--- config.mk ---
export PLATFORM = sky130hd
export DESIGN_NAME = sa_ctrl_param
export DESIGN_NICKNAME = d
export VERILOG_FILES = /design/src/rtl/sa_ctrl_pkg.sv /design/src/rtl/sa_drain_seq.sv /design/src/rtl/sa_ctrl_param.sv
export SDC_FILE = /design/constraint.sdc
export NUM_CORES = 1
export LEC_CHECK = 0
export ABC_AREA = 1
export BUFFER_PORTS_ARGS = -buffer_cell sky130_fd_sc_hd__buf_4
export CAP_MARGIN = 20
export CORE_MARGIN = 3
export CORE_UTILIZATION = 45
export DETAILED_ROUTE_END_ITERATION = 16
export PLACE_DENSITY = 0.72
export SYNTH_ARGS = -nofsm -noshare
export SYNTH_HDL_FRONTEND = slang
export SYNTH_SLANG_ARGS = --single-unit
--- constraint.sdc ---
create_clock -name clk -period 3.21 [get_ports clk]
set_input_delay 0.642 -clock clk [delete_from_list [all_inputs] [get_ports clk]]
set_output_delay 0.642 -clock clk [all_outputs]
set_load 0.02 [all_outputs]
--- src/rtl/sa_ctrl_pkg.sv ---
// Shared types and mask helpers for the parametrised systolic-array controller.
// Helpers return a fixed MAX_N-sized vector; callers slice to their own N.
package sa_ctrl_pkg;

  typedef enum logic [1:0] {
    IDLE  = 2'd0,
    LOAD  = 2'd1,
    DRAIN = 2'd2,
    DONE  = 2'd3
  } state_t;

  localparam int MAX_N = 32;

  // Bit r*n+c is set when PE(r,c) lies on anti-diagonal k counted from PE(n-1,n-1).
  function automatic logic [MAX_N*MAX_N-1:0] antidiag_mask(input int n, input int k);
    logic [MAX_N*MAX_N-1:0] m;
    m = '0;
    for (int r = 0; r < MAX_N; r++) begin
      for (int c = 0; c < MAX_N; c++) begin
        if (r < n && c < n && ((n - 1 - r) + (n - 1 - c)) == k) begin
          m[r*n+c] = 1'b1;
        end else begin
          m = m;
        end
      end
    end
    return m;
  endfunction

  // Row (2n-2-k) is selected while k sits in the writing window n-1..2n-2.
  function automatic logic [MAX_N-1:0] row_onehot(input int n, input int k);
    logic [MAX_N-1:0] v;
    v = '0;
    if (k >= n - 1 && k <= 2 * n - 2) begin
      v[2*n-2-k] = 1'b1;
    end else begin
      v = '0;
    end
    return v;
  endfunction

endpackage

--- src/rtl/sa_drain_seq.sv ---
// Drain sequencer: walks k = 0..2N-1, emits clc mask, row select and output writes.
// A write is taken on a cycle with wr_en and out_ready both high; otherwise the step is held.
module sa_drain_seq
  import sa_ctrl_pkg::*;
#(
  parameter int N      = 8,
  parameter int ADDR_W = 16
) (
  input  logic              clk,
  input  logic              rst_n,
  input  logic              start_drain,
  input  logic              load_sa,
  input  logic              out_ready,
  input  logic [ADDR_W-1:0] out_base,
  output logic              drain_done,
  output logic              sa_en,
  output logic [N*N-1:0]    sa_clc,
  output logic [N-1:0]      row_out_valid,
  output logic              wr_en,
  output logic [ADDR_W-1:0] wr_addr
);

  localparam int KW = $clog2(2 * N);
  localparam logic [KW-1:0] K_LAST     = KW'(2 * N - 1);
  localparam logic [KW-1:0] K_FIRST_WR = KW'(N - 1);
  localparam logic [KW-1:0] K_LAST_WR  = KW'(2 * N - 2);

  logic                     active_r;
  logic [KW-1:0]            k_r;
  logic                     act_nxt;
  logic [KW-1:0]            k_nxt;
  logic                     fresh_s;
  logic                     hold_s;
  logic                     writing_s;
  logic [MAX_N*MAX_N-1:0]   mask_full_s;
  logic [MAX_N-1:0]         row_full_s;
  logic                     unused_s;
  logic [N*N-1:0]           clc_nxt;
  logic [N-1:0]             row_nxt;
  logic                     wr_nxt;
  logic                     sa_nxt;
  logic [ADDR_W-1:0]        addr_nxt;

  assign writing_s  = active_r && (k_r >= K_FIRST_WR) && (k_r <= K_LAST_WR);
  assign drain_done = active_r && (k_r == K_LAST);

  // Step control: a writing step stays put until its write is taken.
  always_comb begin
    act_nxt = active_r;
    k_nxt   = k_r;
    fresh_s = 1'b0;
    hold_s  = 1'b0;
    if (start_drain) begin
      act_nxt = 1'b1;
      k_nxt   = '0;
      fresh_s = 1'b1;
    end else if (!active_r) begin
      act_nxt = 1'b0;
    end else if (k_r == K_LAST) begin
      act_nxt = 1'b0;
      k_nxt   = '0;
    end else if (writing_s && !(wr_en && out_ready)) begin
      hold_s = 1'b1;
    end else begin
      k_nxt   = k_r + KW'(1);
      fresh_s = 1'b1;
    end
  end

  // Output values for the next cycle; a held step keeps its payload but stops the array.
  always_comb begin
    mask_full_s = antidiag_mask(N, int'(k_nxt));
    row_full_s  = row_onehot(N, int'(k_nxt));
    unused_s    = ^mask_full_s ^ ^row_full_s;
    clc_nxt     = '0;
    row_nxt     = '0;
    wr_nxt      = 1'b0;
    sa_nxt      = 1'b0;
    addr_nxt    = '0;
    if (fresh_s) begin
      clc_nxt  = mask_full_s[N*N-1:0];
      row_nxt  = row_full_s[N-1:0];
      wr_nxt   = (k_nxt >= K_FIRST_WR) && (k_nxt <= K_LAST_WR);
      sa_nxt   = (k_nxt != K_LAST);
      addr_nxt = wr_nxt ? (out_base + ADDR_W'(k_nxt - K_FIRST_WR)) : '0;
    end else if (hold_s) begin
      clc_nxt  = sa_clc;
      row_nxt  = row_out_valid;
      wr_nxt   = out_ready;
      sa_nxt   = 1'b0;
      addr_nxt = wr_addr;
    end else begin
      clc_nxt = '0;
    end
  end

  // Drain state and registered outputs.
  always_ff @(posedge clk or negedge rst_n) begin
    if (!rst_n) begin
      active_r      <= 1'b0;
      k_r           <= '0;
      sa_clc        <= '0;
      row_out_valid <= '0;
      wr_en         <= 1'b0;
      wr_addr       <= '0;
      sa_en         <= 1'b0;
    end else begin
      active_r      <= act_nxt;
      k_r           <= k_nxt;
      sa_clc        <= clc_nxt;
      row_out_valid <= row_nxt;
      wr_en         <= wr_nxt;
      wr_addr       <= addr_nxt;
      sa_en         <= sa_nxt | load_sa;
    end
  end

endmodule

--- src/rtl/sa_ctrl_param.sv ---
// Tile controller for an N x N systolic array: accept, load input words, drain, report done.
module sa_ctrl_param
  import sa_ctrl_pkg::*;
#(
  parameter int N      = 8,
  parameter int ADDR_W = 16,
  parameter int LEN_W  = 16
) (
  input  logic              clk,
  input  logic              rst_n,
  input  logic              start,
  input  logic [ADDR_W-1:0] in_start_addr,
  input  logic [LEN_W-1:0]  in_len,
  input  logic [ADDR_W-1:0] out_start_addr,
  input  logic              out_ready,
  output logic              busy,
  output logic              done,
  output logic              rd_en,
  output logic [ADDR_W-1:0] rd_addr,
  output logic              sa_en,
  output logic [N*N-1:0]    sa_clc,
  output logic [N-1:0]      row_out_valid,
  output logic              wr_en,
  output logic [ADDR_W-1:0] wr_addr
);

  state_t             state_r;
  state_t             state_nxt;
  logic [LEN_W-1:0]   rem_r;
  logic [ADDR_W-1:0]  out_addr_r;
  logic               accept_s;
  logic               last_rd_s;
  logic               start_drain_s;
  logic               load_nxt_s;
  logic               drain_done_s;

  assign accept_s  = (state_r == IDLE) && start;
  // rem_r counts reads still to come after the current one, so in_len = 2^LEN_W-1 fits.
  assign last_rd_s = (state_r == LOAD) && (rem_r == '0);

  // Next-state decode.
  always_comb begin
    state_nxt     = state_r;
    start_drain_s = 1'b0;
    load_nxt_s    = 1'b0;
    case (state_r)
      IDLE: begin
        if (start && in_len != '0) begin
          state_nxt  = LOAD;
          load_nxt_s = 1'b1;
        end else if (start) begin
          state_nxt     = DRAIN;
          start_drain_s = 1'b1;
        end else begin
          state_nxt = IDLE;
        end
      end
      LOAD: begin
        if (rem_r == '0) begin
          state_nxt     = DRAIN;
          start_drain_s = 1'b1;
        end else begin
          load_nxt_s = 1'b1;
        end
      end
      DRAIN: begin
        if (drain_done_s) begin
          state_nxt = DONE;
        end else begin
          state_nxt = DRAIN;
        end
      end
      DONE:    state_nxt = IDLE;
      default: state_nxt = IDLE;
    endcase
  end

  // State, latched config and load-side outputs.
  always_ff @(posedge clk or negedge rst_n) begin
    if (!rst_n) begin
      state_r    <= IDLE;
      busy       <= 1'b0;
      done       <= 1'b0;
      rd_en      <= 1'b0;
      rd_addr    <= '0;
      rem_r      <= '0;
      out_addr_r <= '0;
    end else begin
      state_r <= state_nxt;
      busy    <= (state_nxt == LOAD) || (state_nxt == DRAIN);
      done    <= (state_nxt == DONE);
      rd_en   <= load_nxt_s;
      if (accept_s) begin
        rd_addr    <= (in_len != '0) ? in_start_addr : '0;
        rem_r      <= in_len - LEN_W'(1);
        out_addr_r <= out_start_addr;
      end else if (state_r == LOAD && !last_rd_s) begin
        rd_addr <= rd_addr + ADDR_W'(1);
        rem_r   <= rem_r - LEN_W'(1);
      end else begin
        rd_addr <= '0;
      end
    end
  end

  sa_drain_seq #(
    .N      (N),
    .ADDR_W (ADDR_W)
  ) u_drain (
    .clk           (clk),
    .rst_n         (rst_n),
    .start_drain   (start_drain_s),
    .load_sa       (load_nxt_s),
    .out_ready     (out_ready),
    .out_base      (out_addr_r),
    .drain_done    (drain_done_s),
    .sa_en         (sa_en),
    .sa_clc        (sa_clc),
    .row_out_valid (row_out_valid),
    .wr_en         (wr_en),
    .wr_addr       (wr_addr)
  );

endmodule

==> results of run 1 <==
-- layer usage --
metal,vias to the layer above,routed length (um)
met5,-,0
met4,0,288
met3,24,1101
li1,2911,-
met1,2666,7142
met2,205,7590
-- Yosys cell counts, types with 2 or more instances --
master    count
mux2i_1       2
nand2_8       2
nor2_1       63
buf_2         5
nand3b_1      4
inv_1        85
nand2_4       2
nand2_2      12
a22o_1        2
a21oi_1      13
buf_4        49
o311ai_0      2
inv_2         7
nand4_1       4
buf_6         3
o22ai_1       2
ha_1         18
a31oi_1       2
o21ai_1       9
a32o_1        3
nand3_1      68
xnor2_1       8
xor2_1       10
dfrtp_1      99
nor2_2        6
o31ai_1       4
o41ai_1       4
o21ai_0      82
nor3_1        6
clkbuf_1     13
nand2_1     225
-- flip-flops by register name, summed over array words and instances, names as in the netlist, 2 cells and up --
register,flops
u_drain.k_r,4
out_addr_r,16
rem_r,16
u_drain.row_out_valid,8
state_r,2
u_drain.sa_clc,15
rd_addr,16
u_drain.wr_addr,16
-- critical path, stage by stage (launching register included) --
cell	delay, ns
dfrtp_2	0.45
inv_2	0.09
ha_4	0.12
inv_2	0.03
nand2_2	0.05
nor2_1	0.05
nor2_1	0.11
nand2_2	0.10
a21oi_4	0.18
o21ai_2	0.09
o21ai_4	0.08
inv_2	0.08
nor2_4	0.13
ha_4	0.18
xor2_4	0.18
ha_4	0.23
a21oi_2	0.12
nand2_1	0.08
nand2_1	0.08
nand2_1	0.06
nand2_1	0.08
nand2_2	0.08
nand3_4	0.10
nand2_4	0.07
nand2_2	0.06
nand3b_1	0.07
nand3_1	0.10
nand2_1	0.06
-- timing repair --
item | in CTS | in global routing
setup endpoints to repair | 10 | 12
setup buffers | 5 | 8
pin swaps | 13 | 24
resized for setup | 22 | 43
gates cloned | 0 | 0
-- area by class of cell --
cell class	instances	area, um^2
Inverter	93	349.1
Sequential cell	99	2480
Fill cell	1228	5174
Timing Repair Buffer	217	1673
Clock inverter	6	71.32
Multi-Input combinational cell	562	3152
Clock buffer	10	229.0
Tap cell	176	220.2
-- power breakdown --
| group | internal [mW] | switching [mW] |
|---|---|---|
| Clock | 0.613 | 0.501 |
| Sequential | 1.69 | 0.430 |
| Combinational | 2.36 | 3.17 |
| Total | 4.66 | 4.10 |
-- how the worst max path moves through the flow --
stage	startpoint	end	slack, ns
after floorplan	out_ready	u_drain.wr_addr[11]$_DFFE_PN0P_	0.02
after global placement	out_ready	u_drain.wr_addr[11]$_DFFE_PN0P_	-0.13
after detailed placement	out_ready	u_drain.wr_addr[11]$_DFFE_PN0P_	-0.27
after CTS	u_drain.k_r[0]$_DFF_PN0_	u_drain.wr_addr[10]$_DFFE_PN0P_	0.001
after global routing	u_drain.k_r[0]$_DFF_PN0_	u_drain.wr_addr[11]$_DFFE_PN0P_	-0.16
final	u_drain.k_r[0]$_DFF_PN0_	u_drain.wr_addr[11]$_DFFE_PN0P_	-0.01
-- metrics by stage --
step | power [mW] | util [%] | cell area (um^2) | setup TNS (ns)
floorplan | 5.311 | - | 6205 | 0
global placement | 6.750 | 55.97 | 7471 | -0.5425
detailed placement | 6.831 | 55.97 | 7471 | -1.701
CTS | 8.168 | 59.04 | 7880 | 0
global route | 9.505 | 61.24 | 8174 | -1.129
finish | 8.765 | 61.24 | 8174 | -0.01242
-- cell families (layout without fill, tap and decap cells) --
family                   Yosys count  after routing  share of synthesized area, %
multiplexers                       2              2                        0.3241
XOR/XNOR                          18             18                         2.552
adder cells (fa/ha/maj)           19             19                         3.970
buffers and inverters            164            326                         13.59
AND/OR/NAND/NOR                  396            396                         27.93
flip-flops                        99             99                         40.11
AO/OA/AOI/OAI                    127            127                         11.53
==> impl_metrics.tcl, run 1 <==
set metrics [dict create \
    area_growth_pct 32.33 \
    finalClockSkew_ns 0.006526 \
    ant_nets 0 \
    outcome "complete, but fails checks" \
    hpwl_um 11600 \
    grt_usage_pct 20.36 \
    reg2reg_from "u_drain.k_r[0]$_DFF_PN0_" \
    instances_no_fill 1163 \
    drt_pre_antenna_iters 4 \
    leakage_nw 4.188 \
    die_y_um 123.2 \
    syn_nets 896 \
    regToRegEndpoint "u_drain.wr_addr[11]$_DFFE_PN0P_" \
    ys_seq_area_share_pct 40.11 \
    path_max_fanout 3 \
    synth_top_area_cell "dfrtp_1" \
    antenna_found_initial 0 \
    finalHoldViolCount 0 \
    synth.ff_latch_count 99 \
    drive_gt1_share_pct 32.02 \
    io_buffers 160 \
    r2r_slack_ns -0.01 \
    hp-class "in2async" \
    finalWirelength_um 16120 \
    grtUsageMet3_pct 3.156 \
    grt_max_degree 78 \
    critPathArrivalTime_ns 3.47 \
    avgRoutedWirePerCell_um 13.86 \
    place_inst 1133 \
    clock.fmax_mhz 310.3 \
    clock_path_buffers 2 \
    async_flop_share_pct 100.0 \
    syn_area_per_cell_um2 7.487 \
    synth_cell_types 42 \
    violations "negative setup slack" \
    place_ws_ns -0.2661 \
    io_pins 161 \
    final_cell_mix "nand2_1, buf_4, dfrtp_1, inv_1, o21ai_0" \
    clock_latency_ns 0.35 \
    rsz0062_at_grt "yes" \
    design.core.area_um2 13350 \
    cts-buffers-inserted 9 \
    gp_congestion 0.8936 \
    worst_setup_path_end_kind "flip-flop" \
    required_ns 3.46 \
    n_antenna_cell 0 \
    path_class "reg2reg" \
    period_share_pct 100.4 \
    relSlewSlack_pct 51.44 \
    cts_sinks 99 \
    die_area_um2 15170 \
    p_per_area_nw_per_um2 1072 \
    num_rows 42 \
    hold_buffers 0 \
    cts_tree "done" \
    clkTransAtPathRegs_ns 0.07 \
    ys.warnings.count 0 \
    ir_worst_vdd_uv 548.3 \
    use_met2_pct 32.62 \
    ys.flop_type "dfrtp_1" \
    root_buffer "clkbuf_16" \
    grt_overflow_total 0 \
    drv_slew 0 \
    final_nets 1053 \
    h-tree-depth 3 \
    grt.busiest_layer "met2" \
    via_count 5806 \
    period_minus_slack_ns 3.222 \
    synth.top_cell.area_share_pct 40.11 \
    drc 0 \
    grt_use_met1_pct 28.47 \
    drtIter0Drc 412 \
    die_w_um 123.2 \
    grt_pass1_wl_um 24490 \
    ff2ff_path_depth 27 \
    synthCells 825 \
    netlist_area_um2 6177 \
    grt_pass1_vias 5066 \
    hold_ws_ns 0.1673 \
    setup_ws_ns -0.01242 \
    start_util_pct 46.28 \
    vias_per_cell 4.992 \
    worst_slew_pin_slew_ns 0.7276 \
    max-cap-violations 0 \
    synth_edf_count 0 \
    setup_viol 1 \
    cp-start-kind "flip-flop" \
    synthTopCellsByArea "dfrtp_1, nand2_1, o21ai_0" \
]
Note: power is estimated with default switching activity, not from simulation.
==> run 2, diff against run 1 <==
- PLACE_DENSITY: 0.72 -> 0.7
- clock period: 3.21 -> 4.2 ns (I/O delays scaled with it)
==> run 2 against run 1 <==
  * The flow now finishes without violations
  * Design area decreased by 8.6%
  * Clock power shrank 28%
  * Non-clock buffer count decreased by 47
  * Sequential share of layout area up 2.8 points
  * Largest cell class unchanged
  * Largest power group unchanged
==> impl_metrics.tcl, run 2 (same netlist as run 1, synthesis figures left out) <==
set metrics [dict create \
    final_common_cell "nand2_1" \
    outcome "completed" \
    critPathBufInv 3 \
    p_per_area_nw_per_um2 760.1 \
    seq_power_share_pct 28.0 \
    path_class "reg2reg" \
    clock_latency_ns 0.35 \
    hpwl_um 11430 \
    r2r_slack_ns 0.61 \
    finalWirelength_um 15000 \
    p_sw_share_pct 48.65 \
    place_ws_ns 0.3161 \
    grt_max_degree 60 \
    crit_family "simple AND/OR/NAND/NOR gates" \
    drive_gt1_share_pct 23.51 \
    clockPowerShare_pct 14.1 \
    finalClockSkew_ns 0.007213 \
    num_rows 42 \
    die_w_um 123.2 \
    place_inst 1100 \
    die_area_um2 15170 \
    critPathMostFrequentCell "nand2_1" \
    cts_resized 0 \
    grt_pass1_wl_um 24330 \
    path_max_fanout 5 \
    seqCellArea_um2 2477 \
    cts_tree "done" \
    max-cap-violations 0 \
    gp_congestion 0.8853 \
    net-switching-power_mw 2.764 \
    final_nets 1006 \
    start_util_pct 46.28 \
    grt_overflow_total 0 \
    rsz0062_at_grt "no" \
    required_ns 4.44 \
    finalHoldViolCount 0 \
    antenna_found_initial 0 \
    via_count 5486 \
    place_area_um2 7183 \
    design_area_um2 7475 \
    instances_no_fill 1116 \
    nFillCells 1319 \
    worst_setup_path_end_kind "flip-flop" \
    period_share_pct 85.49 \
    multi_input_area_um2 2868 \
    ant_nets 0 \
    grt_usage_pct 20.18 \
    cts_setup_buffers 0 \
    crit_path_top_delay_cell "dfrtp_1" \
    hold_buffers 0 \
    setup_ws_ns 0.6095 \
    critPathArrivalTime_ns 3.83 \
    clock_path_buffers 2 \
    cts_sinks 99 \
    setup_viol 0 \
    area_growth_pct 21.00 \
    io_pins 161 \
    p_comb_share_pct 57.9 \
    design.core.area_um2 13350 \
    clock.fmax_mhz 278.5 \
    cp-start-kind "flip-flop" \
    vias_per_cell 4.916 \
    relSlewSlack_pct 47.64 \
    final.setup.tns_ns 0 \
    period_minus_slack_ns 3.591 \
    p_int_mw 2.917 \
    ir_worst_vdd_uv 332.5 \
    cts-buffers-inserted 9 \
    drtIter0Drc 408 \
    die_y_um 123.2 \
    avgRoutedWirePerCell_um 13.44 \
    hp-class "reg2reg" \
    h-tree-depth 3 \
    drt_pre_antenna_iters 4 \
    root_buffer "clkbuf_16" \
    leakage_nw 3.927 \
    slowest_delay_ns 0.41 \
    clkTransAtPathRegs_ns 0.07 \
    final_cell_mix "nand2_1, buf_4, dfrtp_1, inv_1, o21ai_0" \
    grt_pass1_vias 4890 \
    io_buffers 160 \
    drc 0 \
    drv_slew 0 \
    n_antenna_cell 0 \
    worst_slew_pin_slew_ns 0.7854 \
]
-- run 2: cell count changes in the layout (fill, tap and decap cells not counted), sizes merged --
cell | before | now
buf | 217 | 170
clkinvlp | 2 | 1
clkbuf | 10 | 9
bufinv | 1 | 0
clkinv | 1 | 4
-- run 2: layer usage --
layer	vias to the layer above	part of all wire, %	track usage, %
met1	2504	47	28.68
met3	15	6.4	4.026
met4	0	1.3	6.298
met5	-	0	0
li1	2818	-	-
met2	149	45	31.12
-- run 2: power by group through the flow --
stage / logic (mW) / clock network [mW] / registers, mW
after detailed placement: 3.27 / 0 / 1.60
final: 3.29 / 0.802 / 1.59
after global routing: 3.72 / 0.866 / 1.65
after CTS: 3.29 / 0.820 / 1.59
after floorplan: 2.31 / 0 / 1.71
after global placement: 3.23 / 0 / 1.60
-- run 2: final cells by class --
type,count,share of cell area (%)
tap,176,2.946
clock inverter,7,0.7867
multi-input combinational,562,38.37
inverter,93,4.670
clock buffer,9,3.013
sequential,99,33.14
timing repair buffer,170,17.07
-- run 2: worst paths after layout --
kind,start,endpoint,depth (start not counted)
worst max register to register,u_drain.k_r[0]$_DFF_PN0_,u_drain.wr_addr[11]$_DFFE_PN0P_,27
worst max-delay path,u_drain.k_r[0]$_DFF_PN0_,u_drain.wr_addr[11]$_DFFE_PN0P_,27
max in group asynchronous,rst_n,u_drain.sa_clc[56]$_DFFE_PN0P_,2
min in group asynchronous,rst_n,u_drain.wr_addr[14]$_DFFE_PN0P_,1
worst min-delay path,u_drain.wr_addr[15]$_DFFE_PN0P_,u_drain.wr_addr[15]$_DFFE_PN0P_,2
worst min register to register,u_drain.wr_addr[15]$_DFFE_PN0P_,u_drain.wr_addr[15]$_DFFE_PN0P_,2
-- run 2: per-stage QoR --
| stage | total power [mW] | hold WS [ns] | util, % |
|---|---|---|---|
| final | 5.681 | 0.4837 | 56.00 |
| after CTS | 5.693 | 0.4891 | 55.94 |
| after global routing | 6.230 | 0.5078 | 56.00 |
| after global placement | 4.826 | 0.4671 | 53.82 |
| after detailed placement | 4.873 | 0.4708 | 53.82 |
| after floorplan | 4.024 | 0.4530 | - |
-- run 2: worst register-to-register path: cells and delay by family, from the launching register on --
kind                     cells  cell delay, ns
AO/OA/AOI/OAI                4            0.57
buffers and inverters        3            0.20
adder cells (fa/ha/maj)      3            0.72
flip-flops                   1            0.41
AND/OR/NAND/NOR             16            1.41
XOR/XNOR                     1            0.20
==> run 3, diff against run 2 <==
- CAP_MARGIN: 20 -> 25
- CORE_ASPECT_RATIO: not set -> 1.75
==> run 3 against run 2 <==
  * Non-clock buffer count fell by 2
  * Die area rose by 0.37%
  * First-iteration DRC count fell by 43%
  * Routed wire length rose by 2.3%
  * Clock-buffer cell count did not move
  * Design area barely moved
  * Combinational power barely moved
  * Critical path depth did not move
  * Core utilization fell by 0.45 points
  * Clock power rose by 2%
  * Clock skew rose by 0.0034 ns
  * Power fell by 0.32%
  * Largest cell class unchanged
  * Largest power group unchanged
==> impl_metrics.tcl, run 3 (same netlist as run 1, synthesis figures left out) <==
set metrics [dict create \
    antenna_found_initial 0 \
    hold_buffers 0 \
    final_nets 1004 \
    grt_max_degree 100 \
    rsz0062_at_grt "no" \
    utilization_pct 55.55 \
    p_per_area_nw_per_um2 757.7 \
    critPathBufInv 3 \
    drtIter0Drc 232 \
    place_inst 1096 \
    gp_congestion 0.9041 \
    drive_gt1_share_pct 23.24 \
    design.core.area_um2 13450 \
    final_cell_mix "nand2_1, buf_4, dfrtp_1, inv_1, o21ai_0" \
    leakage_nw 3.926 \
    hpwl_um 11810 \
    setup_viol 0 \
    outcome "completed" \
    max-cap-violations 0 \
    setup_ws_ns 0.6436 \
    drc 0 \
    cts_sinks 99 \
    nFillCells 1351 \
    grt_usage_pct 21.06 \
    final_common_cell "nand2_1" \
    instances_no_fill 1112 \
    finalClockSkew_ns 0.01064 \
    die_area_um2 15220 \
    period_minus_slack_ns 3.556 \
    die_y_um 161.0 \
    cts_setup_buffers 0 \
    drt_pre_antenna_iters 6 \
    hold_ws_ns 0.4812 \
    ir_worst_vdd_uv 372.8 \
    grt_overflow_total 0 \
    clock_path_buffers 2 \
    via_count 5565 \
    start_util_pct 45.92 \
    cts-buffers-inserted 9 \
    clkTransAtPathRegs_ns 0.08 \
    avgRoutedWirePerCell_um 13.80 \
    vias_per_cell 5.004 \
    drv_slew 0 \
    finalHoldViolCount 0 \
    grt_pass1_vias 5481 \
    cp-start-kind "flip-flop" \
    crit_family "simple AND/OR/NAND/NOR gates" \
    num_rows 56 \
    io_pins 161 \
    path_class "reg2reg" \
    place_ws_ns 0.3497 \
    period_share_pct 84.68 \
    final.setup.tns_ns 0 \
    cts_tree "done" \
    ant_nets 0 \
    hp-class "reg2reg" \
    worst_slew_pin_slew_ns 0.6728 \
    clock.fmax_mhz 281.2 \
    h-tree-depth 3 \
    path_max_fanout 5 \
    die_w_um 94.57 \
    grt_pass1_wl_um 25770 \
    relSlewSlack_pct 54.56 \
    cts_resized 0 \
    io_buffers 160 \
    n_antenna_cell 0 \
    critPathArrivalTime_ns 3.79 \
    seqCellArea_um2 2477 \
    area_growth_pct 20.98 \
    clock_latency_ns 0.35 \
    crit_path_top_delay_cell "dfrtp_1" \
    required_ns 4.44 \
    slowest_delay_ns 0.40 \
    multi_input_area_um2 2860 \
    critPathMostFrequentCell "nand2_1" \
    worst_setup_path_end_kind "flip-flop" \
    root_buffer "clkbuf_16" \
    finalWirelength_um 15340 \
]
run 3: layout make-up:
type	instances	share of cell area, %
multi-input combinational	562	38.27
sequential	99	33.15
timing repair buffer	168	17.04
inverter	93	4.671
clock buffer	9	3.014
tap	174	2.913
clock inverter	7	0.9376
run 3: path summary, 6_finish.rpt:
path	from	end	slack [ns]	cells after the start
setup reg to reg	u_drain.k_r[0]$_DFF_PN0_	u_drain.wr_addr[11]$_DFFE_PN0P_	0.64	27
hold reg to reg	u_drain.wr_addr[11]$_DFFE_PN0P_	u_drain.wr_addr[11]$_DFFE_PN0P_	0.48	2
hold / removal	u_drain.wr_addr[11]$_DFFE_PN0P_	u_drain.wr_addr[11]$_DFFE_PN0P_	0.48	2
setup / recovery	u_drain.k_r[0]$_DFF_PN0_	u_drain.wr_addr[11]$_DFFE_PN0P_	0.64	27
min in group asynchronous	rst_n	out_addr_r[13]$_DFFE_PN0P_	0.55	2
max in group asynchronous	rst_n	out_addr_r[0]$_DFFE_PN0P_	3.27	2
run 3: layer usage:
metal	part of all wire (%)	GRT usage (%)	up-vias
met5	0	0	-
met4	3.0	7.622	0
met3	5.3	3.355	29
met2	53	38.45	183
met1	39	24.30	2536
li1	-	-	2817
run 3: worst min-delay path: stages (launching register included):
cell	delay [ns]
dfrtp_1	0.35
nand2_1	0.05
nand2_1	0.05
run 3: power breakdown:
part           total [mW]  switching, mW  internal, mW
clock network       0.815          0.398         0.418
registers            1.58          0.293          1.29
logic                3.27           2.04          1.22
total                5.66           2.73          2.93
run 3: per-stage QoR:
stage	area [um^2]	total power [mW]
5_1_grt	7473	6.257
3_3_place_gp	7178	4.829
4_1_cts	7473	5.712
2_1_floorplan	6177	4.024
6_report	7473	5.663
3_5_place_dp	7178	4.874
